<file path="config.mk">
export PLATFORM = sky130hd
export DESIGN_NAME = axi4s_frame_arbiter
export DESIGN_NICKNAME = d
export VERILOG_FILES = /design/src/rtl/axi4s_frame_arbiter.sv
export SDC_FILE = /design/constraint.sdc
export NUM_CORES = 1
export LEC_CHECK = 0
export BUFFER_PORTS_ARGS = -buffer_cell sky130_fd_sc_hd__buf_2
export CAP_MARGIN = 20
export CORE_AREA = 8 8 45 47
export DETAILED_ROUTE_END_ITERATION = 6
export DIE_AREA = 0 0 53 55
export SETUP_SLACK_MARGIN = 0.2
export SLEW_MARGIN = 25
export SYNTH_ARGS = -nofsm -noshare
export SYNTH_HDL_FRONTEND = slang
export SYNTH_SLANG_ARGS = --single-unit
</file>
<file path="constraint.sdc">
create_clock -name aclk -period 1.8 [get_ports aclk]
set_clock_uncertainty 0.2 [all_clocks]
set_input_delay 0.18 -clock aclk [delete_from_list [all_inputs] [get_ports aclk]]
set_output_delay 0.18 -clock aclk [all_outputs]
set_load 0.05 [all_outputs]
</file>
<file path="src/rtl/axi4s_frame_arbiter.sv">
// axi4s_frame_arbiter: round-robin packet arbiter that merges NUM_TARGETS
// byte-wide AXI4-Stream sources onto one framing channel.
// Ports: aclk/aresetn (async active-low); target_tvalid/tready/tdata/tlast
// per-source slave side (source i data in [8i+7:8i]); initiator_* merged
// master side; grant_active high while a packet is owned; grant_idx is the
// current or most recent owner.
// Optional: define AXI4S_FRAME_ARBITER_ID_BYTE_EN to prefix every packet with
// a channel-ID byte (ID_BASE + grant_idx).
module axi4s_frame_arbiter #(
   parameter int unsigned NUM_TARGETS = 2,
   parameter logic [7:0]  ID_BASE     = 8'h80
) (
   input  logic                           aclk,
   input  logic                           aresetn,
   input  logic [NUM_TARGETS-1:0]         target_tvalid,
   output logic [NUM_TARGETS-1:0]         target_tready,
   input  logic [8*NUM_TARGETS-1:0]       target_tdata,
   input  logic [NUM_TARGETS-1:0]         target_tlast,
   output logic                           initiator_tvalid,
   input  logic                           initiator_tready,
   output logic [7:0]                     initiator_tdata,
   output logic                           initiator_tlast,
   output logic                           grant_active,
   output logic [$clog2(NUM_TARGETS)-1:0] grant_idx
);

   localparam int unsigned GW = $clog2(NUM_TARGETS);

   typedef enum logic [1:0] {
      S_IDLE = 2'd0,
      S_ID   = 2'd1,
      S_PASS = 2'd2
   } state_e;

   state_e                              state_q, state_d;
   logic [GW-1:0]                       grant_q, grant_d;
   logic [GW-1:0]                       win;
   logic [GW-1:0]                       idx;
   logic                                req_any;
   logic [NUM_TARGETS-1:0][7:0]         tdata_a;
   logic                                own_valid;
   logic                                own_last;
   logic [7:0]                          own_data;

   assign tdata_a   = target_tdata;
   assign own_valid = target_tvalid[grant_q];
   assign own_last  = target_tlast[grant_q];
   assign own_data  = tdata_a[grant_q];

`ifndef AXI4S_FRAME_ARBITER_ID_BYTE_EN
   logic unused_id_base;
   assign unused_id_base = ^ID_BASE;
`endif

   // Scan from the farthest candidate down to the nearest so the last hit
   // is the first requester after the previous owner. Explicit modulo since
   // NUM_TARGETS need not be a power of two.
   always_comb begin
      win     = grant_q;
      idx     = '0;
      req_any = 1'b0;
      for (int k = NUM_TARGETS; k >= 1; k--) begin
         idx = GW'((int'(grant_q) + k) % NUM_TARGETS);
         if (target_tvalid[idx]) begin
            win     = idx;
            req_any = 1'b1;
         end
      end
   end

   always_ff @(posedge aclk or negedge aresetn) begin
      if (!aresetn) begin
         state_q <= S_IDLE;
         grant_q <= GW'(NUM_TARGETS - 1);
      end else begin
         state_q <= state_d;
         grant_q <= grant_d;
      end
   end

   always_comb begin
      state_d = state_q;
      grant_d = grant_q;
      unique case (state_q)
         S_IDLE: begin
            if (req_any) begin
               grant_d = win;
`ifdef AXI4S_FRAME_ARBITER_ID_BYTE_EN
               state_d = S_ID;
`else
               state_d = S_PASS;
`endif
            end
         end
`ifdef AXI4S_FRAME_ARBITER_ID_BYTE_EN
         S_ID: begin
            if (initiator_tready) state_d = S_PASS;
         end
`endif
         S_PASS: begin
            // Release only on the tlast handshake; the IDLE cycle that
            // follows is the arbitration bubble.
            if (own_valid && initiator_tready && own_last)
               state_d = S_IDLE;
         end
         default: state_d = S_IDLE;
      endcase
   end

   always_comb begin
      initiator_tvalid = 1'b0;
      initiator_tdata  = 8'h00;
      initiator_tlast  = 1'b0;
      target_tready    = '0;
      unique case (state_q)
         S_PASS: begin
            initiator_tvalid       = own_valid;
            initiator_tdata        = own_data;
            initiator_tlast        = own_last;
            target_tready[grant_q] = initiator_tready;
         end
`ifdef AXI4S_FRAME_ARBITER_ID_BYTE_EN
         S_ID: begin
            initiator_tvalid = 1'b1;
            initiator_tdata  = ID_BASE + {{(8-GW){1'b0}}, grant_q};
         end
`endif
         default: begin
         end
      endcase
   end

   assign grant_active = (state_q != S_IDLE);
   assign grant_idx    = grant_q;

endmodule

</file>
==> results.tsv, run 1 <==
metric	value	unit
status	complete, but fails checks	
failing checks	setup timing	
Mapped Cells	34	
Storage cell area	52.6	um2
multi-input logic area	389	um2
Util after Layout	60.4	%
Starting Density	19.0	%
Final #Nets	104	
CTS Root Cell	clkbuf_4	
area share of the largest cell type after synthesis	38.1	%
R2R Setup Slk	0.26	ns
Seq/Total Area, Yosys	19.5	%
crit end category	output pin	
crit path kind	reg -> out	
CP startpoint kind	flop	
Worst Hold Class	in -> async	
fin crit share	102	%
DP HPWL	992	um
combinational share of power	86.2	%
Die Ht	55	um
share of layout cells above drive strength 1	87.5	%
Power Dens Cells	1870	mW/mm2
DRT iter0 DRCs	1	
pin count of the biggest net entering global routing	8	
final count of negative-setup-slack endpoints	10	
clock buffer count from CTS	3	
clock sink total	2	
Ports	37	
FMAX	544	MHz
fin crit period	1.84	ns
CP max FO	6	
leakage	0.369	nW
Internal	0.000759	W
antenna cells	0	
WP data required	1.42	ns
start of the worst register-to-register path	grant_idx$_DFFE_PN1P_	
H-tree Lvls	1	
Final ANT Viol Nets	0	
Cell Rows	14	
routed vias/inst	4.40	
synthesized cell area	263	um2
Final Hold Vio Count	0	
vias in the first global route	494	
Fillers	114	
sw frac	51.4	%
maximum vdd drop	0.856	mV
CTS Buffer Depth	2	
flops & latches, synth	2	
routability cong.	0.732	
core footprint	0.00138	mm2
Die Wd	53	um
Synth cell types	14	
Synth Area per Inst	7.73	um2
measured slew at the worst slew-check pin	0.311	ns
Sequential Power Share	6.8	%
die area	0.00292	mm2
synthesis-to-finish area growth	218	%
area leader, netlist	mux2i_1	
PortBufs	36	
WL per Instance	13.7	um
Final WS setup	-0.0372	ns
unrepaired setup endpoints after global routing	yes	
via count	422	
global-route wire length before repair	2100	um
Post-route DRC	0	
DR pass1 iterations	2	
grt total ovfl	0	
Net Count, Synth	57	
setup_tns	-0.247	ns
clk_lat worst skew	0.23	ns
MaxCap Viol Count	0	
Synth area leaders	mux2i_1, nor2_1, dfstp_2	
Clk pwr share	7.0	%
CTS tree	done	
switching component of the power	0.000803	W
Critical path origin	grant_idx$_DFFE_PN1P_	
CTS clk-pin slew, worst paths	0.03	ns
initial antenna violation count	0	
commonest non-fill, non-tap cell in the layout	buf_2	
yosys warns	0	
commonest non-fill, non-tap cells in the layout	buf_2, nor2_4, buf_6, mux2i_4, buf_4	
Arrival @ worst endpoint	1.46	ns
Final Max Slew Viols	0	
Tot GR Track Use	9.53	%
Slew headroom	78.7	%
final wirelength	1320	um
==> metrics by stage <==
| stage | hold WS, ns | cell area (um2) | total power (W) | instances | setup WS (ns) |
|---|---|---|---|---|---|
| floorplan | -0.316 | 398 | 0.000945 | 34 | 0.0549 |
| global placement | -0.233 | 589 | 0.00107 | 87 | 0.0955 |
| detailed placement | -0.234 | 589 | 0.00108 | 87 | 0.0664 |
| CTS | 0.0496 | 833 | 0.00157 | 96 | -0.0599 |
| global route | 0.0674 | 836 | 0.00164 | 96 | -0.101 |
| finish | 0.0576 | 836 | 0.00156 | 96 | -0.0372 |
==> cells by family after synthesis <==
| family | share of synthesized area, % |
|---|---|
| simple gates | 24.8 |
| buf+inv | 10.0 |
| flops | 19.5 |
| compound gates | 7.62 |
| mux | 38.1 |
==> what timing repair did <==
item                                    in CTS  in global routing
pin swaps                                    5                  1
setup buffers                                4                  0
gates resized for setup                     39                  2
endpoints found under the setup margin      12                 13
endpoints found under the hold margin        2                  0
hold buffers                                 1                  0
==> final cells by class <==
cell class,count,area share [%]
multi-input combinational,27,46.6
sequential,2,6.29
tap,16,2.40
inverter,2,0.898
clock buffer,4,3.14
timing repair buffer,45,40.7
==> registers in the layout, indices dropped and copies added, names as in the netlist <==
signal,flops
grant_idx,1
state_q,1
==> Yosys cell counts (all sizes together) <==
| master | instances |
|---|---|
| dfstp | 1 |
| o41a | 1 |
| buf | 2 |
| or3 | 1 |
| clkbuf | 1 |
| nand2 | 1 |
| mux2i | 10 |
| nor3 | 1 |
| nor2b | 1 |
| nor2 | 10 |
| o22a | 1 |
| and3 | 1 |
| dfrtp | 1 |
| inv | 2 |
==> worst paths after layout <==
| check | depth (start not counted) | to |
|---|---|---|
| worst max register to register | 3 | state_q[1]$_DFFE_PN0P_ |
| max in group asynchronous | 2 | grant_idx$_DFFE_PN1P_ |
| worst max-delay path | 4 | initiator_tdata[4] |
| worst min register to register | 1 | grant_idx$_DFFE_PN1P_ |
| worst min-delay path | 2 | state_q[1]$_DFFE_PN0P_ |
| min in group aclk | 3 | grant_idx$_DFFE_PN1P_ |
==> power by group through the flow <==
stage / logic, W / clock network (W) / registers (W)
after floorplan: 0.000803 / 0 / 0.000142
after global placement: 0.000966 / 0 / 0.000105
after detailed placement: 0.000971 / 0 / 0.000109
after CTS: 0.00135 / 0.000117 / 0.000107
after global routing: 0.00140 / 0.000121 / 0.000112
final: 0.00135 / 0.000110 / 0.000106
==> critical path, cell delays in order (launching register included) <==
cell and delay [ns]:
dfstp_2 0.61, buf_8 0.17, mux2i_4 0.25, nor2_4 0.06, buf_6 0.15
==> per-layer routing <==
| layer | up-vias | track usage, % | part of all wire [%] |
|---|---|---|---|
| li1 | 206 | - | - |
| met2 | 28 | 18.4 | 48 |
| met5 | - | 0 | 0 |
| met3 | 0 | 3.74 | 17 |
| met1 | 188 | 8.73 | 34 |
| met4 | 0 | 3.88 | 0 |
No activity file was read; power rests on OpenSTA's default activity.
==> run 2: changes to the inputs <==
--- a/config.mk
+++ b/config.mk
@@ -7,9 +7,12 @@
 export LEC_CHECK = 0
 export BUFFER_PORTS_ARGS = -buffer_cell sky130_fd_sc_hd__buf_2
 export CAP_MARGIN = 20
-export CORE_AREA = 8 8 45 47
+export CELL_PAD_IN_SITES_DETAIL_PLACEMENT = 1
+export CELL_PAD_IN_SITES_GLOBAL_PLACEMENT = 1
+export CORE_MARGIN = 8
+export CORE_UTILIZATION = 16
 export DETAILED_ROUTE_END_ITERATION = 6
-export DIE_AREA = 0 0 53 55
+export PLACE_DENSITY_LB_ADDON = 0.1
 export SETUP_SLACK_MARGIN = 0.2
 export SLEW_MARGIN = 25
 export SYNTH_ARGS = -nofsm -noshare
==> run 2 against run 1 <==
The run still ends with setup timing left; first-iteration DRC count rose to 9.0 times the previous value; routed wire length rose by 16%; die area increased by 9.6%; global-route usage up 0.063 points; worst setup slack improved by 0.0017 ns; combinational power grew 10%; sequential share of layout area fell by 0.45 points; cell area rose by 7.6%; register-to-register slack about the same; clock power about the same; sequential cell count did not move; largest power group unchanged; highest routed layer unchanged.
==> results.tsv, run 2 (synthesis gave the netlist of run 1 again) <==
metric	value	unit	change
PortBufs	36		unchanged
critical path's slowest cell	dfstp_2		
Slew headroom	81.4	%	+2.7 points
Sequential Power Share	6.4	%	-0.4 points
crit path kind	reg -> out		
synthesis-to-finish area growth	242	%	
Arrival @ worst endpoint	1.46	ns	about the same
status	complete, but fails checks		
family with the most delay on the worst path	flip-flops		
max incr delay on CP	0.62	ns	about the same
failing checks	setup timing		
grt total ovfl	0		unchanged
Layout Cells excl Fill	98		+2.1%
pin count of the biggest net entering global routing	7		-1
Tot GR Track Use	9.60	%	+0.063 points
H-tree Lvls	1		unchanged
clock buffer count from CTS	3		unchanged
CP max FO	5		-1
routed vias/inst	4.66		+6.1%
Starting Density	17.2	%	-1.7 points
fin crit share	102	%	about the same
switching component of the power	0.000838	W	+4.3%
Power Dens Cells	1900	mW/mm2	+1.5%
Worst Path Buf+Inv	2		unchanged
CTS Root Cell	clkbuf_4		
Internal	0.000868	W	+14%
cell chain of the critical path	buf_12 -> mux2i_4 -> nor2_4 -> buf_8		
Cell Rows	14		unchanged
initial antenna violation count	0		unchanged
Die Wd	56.5	um	+6.7%
fin crit period	1.84	ns	-0.00172 ns
Final Cell Area	900	um2	+7.6%
dpl cells	86		-1.1%
vias in the first global route	542		+9.7%
CTS tree	done		
Final ANT Viol Nets	0		unchanged
clock sink total	2		unchanged
DR pass1 iterations	2		unchanged
CTS Buffer Depth	2		unchanged
WP data required	1.42	ns	about the same
Ports	37		unchanged
commonest non-fill, non-tap cell in the layout	buf_2		
antenna cells	0		unchanged
unrepaired setup endpoints after global routing	yes		
Clk pwr share	6.4	%	-0.6 points
commonest non-fill, non-tap cells in the layout	buf_2, nor2_4, mux2i_4, buf_6		
Final Max Slew Viols	0		unchanged
maximum vdd drop	0.965	mV	+13%
WL per Instance	15.7	um	+14%
Final Hold Vio Count	0		unchanged
Die Ht	56.5	um	+2.8%
via count	457		+8.3%
Util after Layout	59.0	%	-1.4 points
clk_lat worst skew	0.23	ns	about the same
Final #Nets	106		+1.9%
FMAX	545	MHz	about the same
CP startpoint kind	flop		
setup_tns	-0.261	ns	-0.0137 ns
DRT iter0 DRCs	9		+8
DP HPWL	1050	um	+6.3%
share of layout cells above drive strength 1	89.0	%	+1.5 points
core footprint	0.00152	mm2	+10%
measured slew at the worst slew-check pin	0.274	ns	-0.0369 ns
global-route wire length before repair	2520	um	+20%
die area	0.00320	mm2	+9.6%
Final WS setup	-0.0355	ns	+0.00172 ns
final count of negative-setup-slack endpoints	10		unchanged
Fillers	166		+46%
Post-route DRC	0		unchanged
crit end category	output pin		
MaxCap Viol Count	0		unchanged
Worst Hold Class	in -> async		
routability cong.	0.640		-13%
leakage	0.396	nW	+7.2%
final wirelength	1530	um	+16%
DP Area	594	um2	+0.85%
CTS clk-pin slew, worst paths	0.03	ns	about the same
sw frac	49.1	%	-2.3 points
combinational share of power	87.2	%	+1.0 points
## run 2: worst paths after layout
path | cells past startpoint | to | slack (ns) | from
max | 4 | initiator_tdata[4] | -0.04 | grant_idx$_DFFE_PN1P_
min | 2 | state_q[1]$_DFFE_PN0P_ | 0.07 | aresetn
max reg2reg | 6 | grant_idx$_DFFE_PN1P_ | 0.25 | grant_idx$_DFFE_PN1P_
min reg2reg | 1 | grant_idx$_DFFE_PN1P_ | 0.38 | state_q[1]$_DFFE_PN0P_
max in group asynchronous | 2 | grant_idx$_DFFE_PN1P_ | 1.13 | aresetn
min in group aclk | 3 | grant_idx$_DFFE_PN1P_ | 0.12 | target_tvalid[0]
## run 2: what timing repair did
item,CTS,global route
hold buffers,1,0
buffers inserted,2,4
endpoints found under the setup margin,12,13
pin swaps,8,1
gates resized for setup,40,8
cloned,1,0
hold endpoints to repair,2,0
## run 2: power groups by stage
stage	Clock [W]	Combinational (W)	Sequential, W
finish	0.000109	0.00149	0.000110
global route	0.000117	0.00155	0.000115
CTS	0.000116	0.00139	0.000119
detailed placement	0	0.000988	0.000110
global placement	0	0.000985	0.000109
floorplan	0	0.000803	0.000142
## run 2: stage by stage
stage	power [W]	hold slack (ns)	setup slack, ns
floorplan	0.000945	-0.316	0.0549
global placement	0.00109	-0.229	0.117
detailed placement	0.00110	-0.225	0.105
CTS	0.00162	0.0603	-0.0949
global route	0.00178	0.0862	-0.0830
finish	0.00171	0.0742	-0.0355
## run 2: per-layer routing
layer / track usage [%] / vias up / wire [um]
met2: 16.8 / 26 / 779
met4: 4.12 / 0 / 0
met5: 0 / - / 0
met3: 3.82 / 0 / 145
met1: 9.76 / 218 / 609
li1: - / 213 / -
## run 2: final cells by class
type                            instances  area, um2  share of cell area [%]
Multi-Input combinational cell         27        393                    43.7
Tap cell                               16       20.0                    2.23
Clock buffer                            4       26.3                    2.92
Sequential cell                         2       52.6                    5.84
Timing Repair Buffer                   47        400                    44.5
Inverter                                2       7.51                   0.834
## run 2: worst reg2reg max path, cell delays in order (launching register included)
cell and delay (ns):
dfstp_2 0.62, buf_6 0.14, buf_6 0.10, buf_4 0.10, buf_4 0.09, nand2_1 0.04
o22a_1 0.18
==> run 3: changes to the inputs <==
--- a/config.mk
+++ b/config.mk
@@ -12,8 +12,9 @@
 export CORE_MARGIN = 8
 export CORE_UTILIZATION = 16
 export DETAILED_ROUTE_END_ITERATION = 6
+export GPL_TIMING_DRIVEN = 0
 export PLACE_DENSITY_LB_ADDON = 0.1
-export SETUP_SLACK_MARGIN = 0.2
+export SETUP_SLACK_MARGIN = 0.3
 export SLEW_MARGIN = 25
 export SYNTH_ARGS = -nofsm -noshare
 export SYNTH_HDL_FRONTEND = slang
==> run 3 against run 2 <==
The run still ends with setup timing left; maximum frequency is 2.1% lower; register-to-register slack worse by 0.12 ns; clock power is 6% higher; combinational power is 5% higher; first-iteration DRC count is 78% lower; largest power group unchanged.
==> results.tsv, run 3 (synthesis gave the netlist of run 1 again) <==
metric	value	unit	change
Arrival @ worst endpoint	1.49	ns	+0.03 ns
Final Cell Area	922	um2	+2.5%
Final #Nets	106		unchanged
Final ANT Viol Nets	0		unchanged
setup_tns	-0.588	ns	-0.327 ns
Power Dens Cells	1920	mW/mm2	+1.2%
Util after Layout	60.5	%	+1.5 points
Layout Cells excl Fill	98		unchanged
via count	453		-0.88%
antenna cells	0		unchanged
fin crit share	104	%	+2.2 points
routing usage on met1	10.8	%	+1.1 points
commonest non-fill, non-tap cells in the layout	buf_2, mux2i_4, nor2_4, buf_8, buf_6		
grt met2 use	17.1	%	+0.31 points
PortBufs	36		unchanged
GRT met3 Usage	3.60	%	-0.22 points
Final Hold Vio Count	0		unchanged
maximum vdd drop	0.955	mV	-1.1%
status	complete, but fails checks		
synthesis-to-finish area growth	251	%	
R2R Setup Slk	0.13	ns	-0.12 ns
initial antenna violation count	0		unchanged
Final Max Slew Viols	0		unchanged
global-route wire length before repair	2650	um	+5.2%
CTS Buffer Depth	2		unchanged
Final WS setup	-0.0743	ns	-0.0388 ns
CTS clk-pin slew, worst paths	0.04	ns	about the same
core footprint	0.00152	mm2	unchanged
Slew headroom	80.2	%	-1.2 points
CTS Root Cell	clkbuf_4		
switching component of the power	0.000856	W	+2.2%
Die Wd	56.5	um	unchanged
pin count of the biggest net entering global routing	11		+4
final wirelength	1520	um	-1.2%
Cell Rows	14		unchanged
Top Usage Layer GRT	met2		
DRT iter0 DRCs	2		-7
measured slew at the worst slew-check pin	0.297	ns	+0.0228 ns
start of the worst register-to-register path	grant_idx$_DFFE_PN1P_		
vias in the first global route	561		+3.5%
DP HPWL	1030	um	-2.2%
fin crit period	1.87	ns	+0.0388 ns
final count of negative-setup-slack endpoints	10		unchanged
routability cong.	0.621		-3.0%
leakage	0.397	nW	+0.45%
CP max FO	6		+1
Die Ht	56.5	um	unchanged
combinational share of power	88.6	%	+1.4 points
Clk pwr share	6.5	%	about the same
routed vias/inst	4.62		-0.88%
Tot GR Track Use	10.1	%	+0.55 points
WP data required	1.42	ns	about the same
clock sink total	2		unchanged
dpl cells	86		unchanged
commonest non-fill, non-tap cell in the layout	buf_2		
crit end category	output pin		
FMAX	534	MHz	-2.1%
CP startpoint kind	flop		
CTS tree	done		
Post-route DRC	0		unchanged
share of layout cells above drive strength 1	89.0	%	unchanged
sw frac	48.4	%	-0.72 points
MaxCap Viol Count	0		unchanged
failing checks	setup timing		
H-tree Lvls	1		unchanged
Critical path origin	grant_idx$_DFFE_PN1P_		
DR pass1 iterations	2		unchanged
reg2reg end	state_q[1]$_DFFE_PN0P_		
reg2reg path depth	5		-1
WL per Instance	15.5	um	-1.2%
Ports	37		unchanged
grt total ovfl	0		unchanged
unrepaired setup endpoints after global routing	yes		
worst setup path end	initiator_tdata[6]		
crit path kind	reg -> out		
die area	0.00320	mm2	unchanged
Internal	0.000914	W	+5.2%
DP Area	598	um2	+0.63%
Worst Hold Class	in -> async		
Sequential Power Share	4.9	%	-1.5 points
Starting Density	17.2	%	unchanged
clock buffer count from CTS	3		unchanged
clk_lat worst skew	0.24	ns	about the same
-- run 3: cell count changes in the layout (fill, tap and decap cells not counted) --
cell | previous run | this run
buf_6 | 8 | 7
buf_16 | 0 | 1
mux2i_2 | 1 | 0
buf_8 | 6 | 8
buf_4 | 6 | 5
mux2i_4 | 9 | 10
clkbuf_16 | 1 | 0
-- run 3: critical path: stages, from the launching register on --
cell and delay, ns:
dfstp_2 0.53, buf_8 0.13, buf_12 0.14, mux2i_4 0.24, nor2_4 0.06, buf_8 0.15
-- run 3: per-stage QoR --
| step | hold WS (ns) | power (W) | worst slack (ns) |
|---|---|---|---|
| 6_report | 0.0473 | 0.00177 | -0.0743 |
| 3_5_place_dp | -0.234 | 0.00112 | 0.0864 |
| 3_3_place_gp | -0.235 | 0.00111 | 0.105 |
| 2_1_floorplan | -0.316 | 0.000945 | 0.0549 |
| 4_1_cts | 0.0407 | 0.00169 | -0.0918 |
| 5_1_grt | 0.0522 | 0.00185 | -0.136 |
-- run 3: per-layer routing --
metal  vias up  part of all wire, %
li1        212                    -
met1       211                   38
met2        28                   51
met3         2                  9.6
met4         0                  1.1
met5         -                    0
-- run 3: layout make-up --
type,count,area (um2)
clock buffer,4,26.3
inverter,2,7.51
tap,16,20.0
timing repair buffer,44,372
fill,160,602
multi-input combinational,27,402
sequential,2,52.6
buffer,3,42.5
-- run 3: power groups by stage --
stage | Clock (W) | Sequential (W) | Combinational [W]
finish | 0.000116 | 0.0000867 | 0.00157
global route | 0.000122 | 0.0000893 | 0.00164
CTS | 0.000122 | 0.0000867 | 0.00148
detailed placement | 0 | 0.0000841 | 0.00104
global placement | 0 | 0.0000840 | 0.00103
floorplan | 0 | 0.000142 | 0.000803
-- run 3: timing repair --
action,CTS,global route
hold buffers,1,0
setup endpoints to repair,13,13
endpoints found under the hold margin,2,0
cloned,1,0
pin swaps,8,4
gates resized for setup,42,9
setup buffers,4,2
-- run 3: worst min path at each step --
stage | start | endpoint | depth (start not counted)
2_1_floorplan | aresetn | state_q[1]$_DFFE_PN0P_ | 0
3_3_place_gp | aresetn | state_q[1]$_DFFE_PN0P_ | 1
3_5_place_dp | aresetn | state_q[1]$_DFFE_PN0P_ | 1
4_1_cts | aresetn | state_q[1]$_DFFE_PN0P_ | 2
5_1_grt | aresetn | state_q[1]$_DFFE_PN0P_ | 2
6_report | aresetn | state_q[1]$_DFFE_PN0P_ | 2
